--- src/rtl/m_32_unload_if.sv ---
// Handshake/bus bundle between the merge-network unloader and its neighbours.
// The master side drives the control strobes, the snapshot vector and out_ready.
// The slave side (the unloader) returns the element stream and its status.
interface m_32_unload_if #(
    parameter int WIDTH = 3,
    parameter int n     = 16,
    parameter int IDXW  = $clog2(2*n)
);
    logic                    start;
    logic                    flush;
    logic [2*n*WIDTH-1:0]    c_in;
    logic [WIDTH-1:0]        out_data;
    logic                    out_valid;
    logic                    out_ready;
    logic [IDXW-1:0]         out_idx;
    logic                    out_last;
    logic                    busy;
    logic                    done;
    logic                    sort_err;

    modport master (
        output start, flush, c_in, out_ready,
        input  out_data, out_valid, out_idx, out_last, busy, done, sort_err
    );

    modport slave (
        input  start, flush, c_in, out_ready,
        output out_data, out_valid, out_idx, out_last, busy, done, sort_err
    );
endinterface

--- src/rtl/m_32_unload.sv ---
// Reader/serializer for the 32-element odd-even merge network output.
// Snapshots the merged vector on start, streams it lowest index first over a
// valid/ready handshake and flags any element smaller than its predecessor.
module m_32_unload #(
    parameter int WIDTH = 3,
    parameter int n     = 16,
    parameter int IDXW  = $clog2(2*n)
) (
    input  logic            clk,
    input  logic            rst,      // asynchronous, active-low
    m_32_unload_if.slave    bus
);
    localparam int              NELEM    = 2*n;
    localparam logic [IDXW-1:0] LAST_IDX = IDXW'(NELEM-1);

    typedef enum logic {S_IDLE, S_STREAM} state_t;

    state_t                  state_q, state_d;
    logic [NELEM*WIDTH-1:0]  shadow_q, shadow_d;
    logic [IDXW-1:0]         idx_q, idx_d;
    logic                    done_q, done_d;
    logic                    err_q, err_d;

    // Shadow register viewed as an array of elements.
    logic [WIDTH-1:0]        elem [NELEM];
    logic [WIDTH-1:0]        cur_elem;
    logic [WIDTH-1:0]        prev_elem;
    logic                    handshake;

    generate
        for (genvar gi = 0; gi < NELEM; gi++) begin : g_elem
            assign elem[gi] = shadow_q[gi*WIDTH +: WIDTH];
        end
    endgenerate

    // The shadow is frozen for the whole frame, so the previously accepted
    // element is always the one just below the current index.
    assign cur_elem  = elem[idx_q];
    assign prev_elem = elem[idx_q - IDXW'(1)];
    assign handshake = (state_q == S_STREAM) && bus.out_ready;

    // State, snapshot, index and status registers.
    always_ff @(posedge clk or negedge rst) begin
        if (!rst) begin
            state_q  <= S_IDLE;
            shadow_q <= '0;
            idx_q    <= '0;
            done_q   <= 1'b0;
            err_q    <= 1'b0;
        end else begin
            state_q  <= state_d;
            shadow_q <= shadow_d;
            idx_q    <= idx_d;
            done_q   <= done_d;
            err_q    <= err_d;
        end
    end

    // Next-state logic: flush beats start and handshake; start is only honoured
    // in IDLE or together with the final handshake (back-to-back frames).
    always_comb begin
        state_d  = state_q;
        shadow_d = shadow_q;
        idx_d    = idx_q;
        done_d   = 1'b0;
        err_d    = err_q;

        if (bus.flush) begin
            state_d = S_IDLE;
            idx_d   = '0;
        end else begin
            case (state_q)
                S_IDLE: begin
                    if (bus.start) begin
                        shadow_d = bus.c_in;
                        idx_d    = '0;
                        err_d    = 1'b0;
                        state_d  = S_STREAM;
                    end
                end
                S_STREAM: begin
                    if (handshake) begin
                        if ((idx_q != '0) && (cur_elem < prev_elem)) begin
                            err_d = 1'b1;
                        end
                        if (idx_q == LAST_IDX) begin
                            done_d = 1'b1;
                            idx_d  = '0;
                            if (bus.start) begin
                                shadow_d = bus.c_in;
                                err_d    = 1'b0;
                                state_d  = S_STREAM;
                            end else begin
                                state_d  = S_IDLE;
                            end
                        end else begin
                            idx_d = idx_q + IDXW'(1);
                        end
                    end
                end
                default: begin
                    state_d = S_IDLE;
                    idx_d   = '0;
                end
            endcase
        end
    end

    assign bus.out_valid = (state_q == S_STREAM);
    assign bus.busy      = (state_q == S_STREAM);
    assign bus.out_data  = (state_q == S_STREAM) ? cur_elem : '0;
    assign bus.out_idx   = idx_q;
    assign bus.out_last  = (state_q == S_STREAM) && (idx_q == LAST_IDX);
    assign bus.done      = done_q;
    assign bus.sort_err  = err_q;
endmodule

--- src/flat_wrapper.sv ---
// flat-port wrapper written by rule: the top's interface ports become plain ports
module m_32_unload_flat 
#(
    parameter int WIDTH = 3,
    parameter int n     = 16,
    parameter int IDXW  = $clog2(2*n)
)
  (clk, rst, bus_start, bus_flush, bus_c_in, bus_out_ready, bus_out_data, bus_out_valid, bus_out_idx, bus_out_last, bus_busy, bus_done, bus_sort_err);
  m_32_unload_if #(.WIDTH(WIDTH), .n(n), .IDXW(IDXW)) bus_i ();
  input  logic clk;
  input  logic rst;
  input wire logic [$bits(bus_i.start)-1:0] bus_start;
  input wire logic [$bits(bus_i.flush)-1:0] bus_flush;
  input wire logic [$bits(bus_i.c_in)-1:0] bus_c_in;
  input wire logic [$bits(bus_i.out_ready)-1:0] bus_out_ready;
  output wire logic [$bits(bus_i.out_data)-1:0] bus_out_data;
  output wire logic [$bits(bus_i.out_valid)-1:0] bus_out_valid;
  output wire logic [$bits(bus_i.out_idx)-1:0] bus_out_idx;
  output wire logic [$bits(bus_i.out_last)-1:0] bus_out_last;
  output wire logic [$bits(bus_i.busy)-1:0] bus_busy;
  output wire logic [$bits(bus_i.done)-1:0] bus_done;
  output wire logic [$bits(bus_i.sort_err)-1:0] bus_sort_err;
  assign bus_i.start = bus_start;
  assign bus_i.flush = bus_flush;
  assign bus_i.c_in = bus_c_in;
  assign bus_i.out_ready = bus_out_ready;
  assign bus_out_data = bus_i.out_data;
  assign bus_out_valid = bus_i.out_valid;
  assign bus_out_idx = bus_i.out_idx;
  assign bus_out_last = bus_i.out_last;
  assign bus_busy = bus_i.busy;
  assign bus_done = bus_i.done;
  assign bus_sort_err = bus_i.sort_err;
  m_32_unload #(.WIDTH(WIDTH), .n(n), .IDXW(IDXW)) u_core (.clk(clk), .rst(rst), .bus(bus_i));
endmodule
--- config.mk ---
export PLATFORM = sky130hd
export DESIGN_NAME = m_32_unload_flat
export DESIGN_NICKNAME = d
export VERILOG_FILES = /design/src/rtl/m_32_unload_if.sv /design/src/rtl/m_32_unload.sv /design/src/flat_wrapper.sv
export SDC_FILE = /design/constraint.sdc
export NUM_CORES = 1
export LEC_CHECK = 0
export ABC_AREA = 1
export CAP_MARGIN = 40
export CORE_UTILIZATION = 50
export CTS_CLUSTER_DIAMETER = 80
export DETAILED_ROUTE_END_ITERATION = 10
export PLACE_DENSITY = 0.88
export SYNTH_ARGS = -nofsm -noshare
export SYNTH_HDL_FRONTEND = slang
export SYNTH_SLANG_ARGS = --single-unit
--- constraint.sdc ---
create_clock -name clk -period 4.3 [get_ports clk]
set_clock_uncertainty 0.05 [all_clocks]
set_input_delay 0.86 -clock clk [delete_from_list [all_inputs] [get_ports clk]]
set_output_delay 0.86 -clock clk [all_outputs]
set_load 0.05 [all_outputs]
==> impl_metrics.csv <==
group,metric,value,unit
global_routing,grt_max_degree,87,
placement,port_buffers,113,
drt,drt_drc_violations_left,0,
drt,via_density_per_instance,5.65,
pwr,cellLeakagePower,3.68,nW
cells_and_area,final_common_cell,"sky130_fd_sc_hd__nand2_1",
drt,detailroute.via_count,6258,
drt,dr_wl_cell,15.1,um
drt,drt_first_pass_iters,6,
synth,yosysSeqAreaShare,42.6,%
cells_and_area,fraction_of_final_layout_cells_with_drive_strength_greater_than_1,4.16,%
setup_path,r2r-end,"u_core.bus.sort_err",
pwr,power.combinational.fraction,24.1,%
clock_network,cts_tree,"done",
placement,globalplace.congestion,0.898,
synth,post_synth_num_cell_types,29,
clock_network,cts_hold_repair.buffers,0,
synth,syn_inst,883,
sta,maxSlewHeadroom,47.2,%
setup_path,worst-r2r-setup-slack,1.20,ns
sta,fin_setup_tns,0,ns
synth,netlist_area_pre_place,6110,um^2
clock_network,cts.root.buffer_cell,"sky130_fd_sc_hd__clkbuf_16",
sta,worst_slew_pin_slew,0.791,ns
cells_and_area,fin_util,63.2,%
cells_and_area,fillers,1044,
drt,residual_antenna_violating_net_count_after_detailed_routing,0,
cells_and_area,antenna_cells,0,
sta,finalHoldViolations,0,
pwr,p_clk_share,31.0,%
placement,placed_area,7240,um^2
cells_and_area,layout_common_cells,"sky130_fd_sc_hd__nand2_1 (347), sky130_fd_sc_hd__nand3_1 (163), sky130_fd_sc_hd__clkdlybuf4s50_1 (109)",
drt,wl_final,16.7,mm
setup_path,startpoint,"u_core.bus.out_idx[0]",
floorplanning,chipHeight,113,um
min_path,hold_path.class,"in2async",
cells_and_area,area_delta_synth_final,23.8,%
synth,syn-mean-instance-area,6.92,um^2
sta,setup_viol,0,
sta,hold-worst-slack,0.329,ns
pwr,power.net_switching,0.000904,W
floorplanning,boundaryPins,114,
drt,detail_route.iter0.violations,495,
cells_and_area,design.final.nets,1062,
clock_network,worst_setup_hold_path_clk_slew,0.07,ns
pwr,power_per_cell_area,378,nW/um^2
sta,rsz0062_at_grt,"no",
pwr,irDropWorstVdd,256,uV
floorplanning,initial_standard_cell_utilization_of_the_core,51.1,%
setup_path,worstReg2RegStart,"u_core.bus.out_idx[1]",
clock_network,cts-resized-gates,0,
placement,dp.final_hpwl,11.7,mm
synth,ys.warnings.count,0,
sta,slew_violations,0,
global_routing,antenna_found_initial,0,
pwr,total_power,0.00286,W
synth,ys_seq_elements,104,
global_routing,first_global_vias,5780,
setup_path,cp-end-kind,"output pin",
setup_path,critPathArrivalTime,2.62,ns
setup_path,critPathKind,"reg2out",
floorplanning,rows,40,
outcome,status,"complete, no violations",
pwr,switching_share,31.6,%
sta,max_freq,283,MHz
clock_network,cts.sinks,104,
setup_path,setup.worst_path.start_class,"flop",
cells_and_area,final_design_area_no_fill,7560,um^2
setup_path,critPathRequiredTime,3.39,ns
floorplanning,fp.dieArea,12700,um^2
setup_path,timing.reg2reg.worst_path_depth,18,
sta,period_share,82.2,%
job,cap_violations,0,
sta,timing.final.crit_period,3.53,ns
setup_path,critPathMaxFanout,69,
pwr,cellInternalPower,0.00195,W
floorplanning,floorplan.die.width,113,um
floorplanning,core_region_area,12000,um^2
global_routing,globalRoute.totalOverflow,0,
clock_network,cts-buffers-inserted,9,
global_routing,grt.total_usage,28.1,%
pwr,seq_pwr_share,44.9,%
clock_network,cts_max_path_buffers,2,
clock_network,later_pin_clock_latency_in_the_skew_report,0.35,ns
clock_network,htreeDepth,3,
synth,synth.net_count,989,
clock_network,post-cts-setup-buffers,0,
global_routing,global_route_wire_length_before_repair,28.5,mm
-- worst max-delay path by stage --
stage	cells past startpoint	slack, ns	end
final	9	0.77	bus_out_data[1]
after global routing	9	0.63	bus_out_data[1]
after CTS	9	0.79	bus_out_data[1]
after detailed placement	8	1.12	u_core.shadow_q[83]
after global placement	8	1.18	u_core.shadow_q[83]
after floorplan	8	0.91	bus_out_data[1]
-- metal layers --
layer	GRT usage [%]	wire length (um)	vias to the layer above
met4	9.96	516	0
met1	37.9	7290	2888
met3	4.86	1000	51
met2	46.0	7880	267
li1	-	-	3052
met5	0	0	-
-- logic make-up (layout without fill, tap and decap cells) --
group | count (synthesis) | in the layout | synth area share (%)
buffers and inverters | 90 | 168 | 6.64
adders and majority gates | 5 | 5 | 1.02
AOI/OAI and AO/OA | 116 | 116 | 10.6
muxes | 1 | 1 | 0.225
DFF | 104 | 104 | 42.6
and+or+nand+nor | 565 | 565 | 38.6
xor gates and xnor gates | 2 | 2 | 0.287
-- cell usage after synthesis, drive strengths merged --
master	count	area (um^2)
a22oi	10	75.1
o211ai	1	7.51
xnor2	1	8.76
mux2i	1	13.8
nand2	348	1310
a31oi	8	50.1
a32o	1	10.0
o221ai	3	26.3
clkbuf	21	78.8
buf	44	233
o21ai	35	175
o21a	2	15.0
nand3	164	833
ha	5	62.6
nor3	2	10.0
xor2	1	8.76
dfrtp	104	2600
o22ai	6	37.5
a21oi	50	250
nor2	51	208
inv	23	86.3
clkinv	2	7.51
-- per-stage QoR --
stage               worst slack [ns]  std cells
CTS                            0.790       1108
global placement                1.18       1092
detailed placement              1.12       1092
global route                   0.631       1108
floorplan                      0.912        883
finish                         0.765       1108
-- power by group through the flow --
stage	Sequential [W]	Clock, W	Combinational [W]
floorplan	0.00125	0	0.000454
global placement	0.00129	0	0.000662
detailed placement	0.00129	0	0.000681
CTS	0.00128	0.000891	0.000688
global route	0.00130	0.000932	0.000784
finish	0.00128	0.000885	0.000689
-- final cells by class --
cell class	count	area, um^2	area share [%]
well taps	147	184	2.43
inverters	25	93.8	1.24
clock buffers	11	243	3.21
repair buffers	127	1250	16.5
multi-input cells	689	3110	41.1
clock inverters	5	80.1	1.06
flip-flops and latches	104	2600	34.4
-- worst max-delay path, cell delays in order, from the launching register on --
cell and delay (ns):
sky130_fd_sc_hd__dfrtp_2 0.44, sky130_fd_sc_hd__inv_2 0.10, sky130_fd_sc_hd__buf_4 0.50, sky130_fd_sc_hd__nand2_1 0.13, sky130_fd_sc_hd__a22oi_1 0.31, sky130_fd_sc_hd__nor3_1 0.11, sky130_fd_sc_hd__nor2_1 0.11, sky130_fd_sc_hd__nand2_1 0.09
sky130_fd_sc_hd__a21oi_1 0.29, sky130_fd_sc_hd__buf_12 0.18
-- flip-flops by register name, summed over array words and instances (netlist names) --
name                 flops
u_core.bus.busy          1
u_core.bus.sort_err      1
u_core.bus.out_idx       5
u_core.bus.done          1
u_core.shadow_q         96
Note: power is estimated with default switching activity, not from simulation.
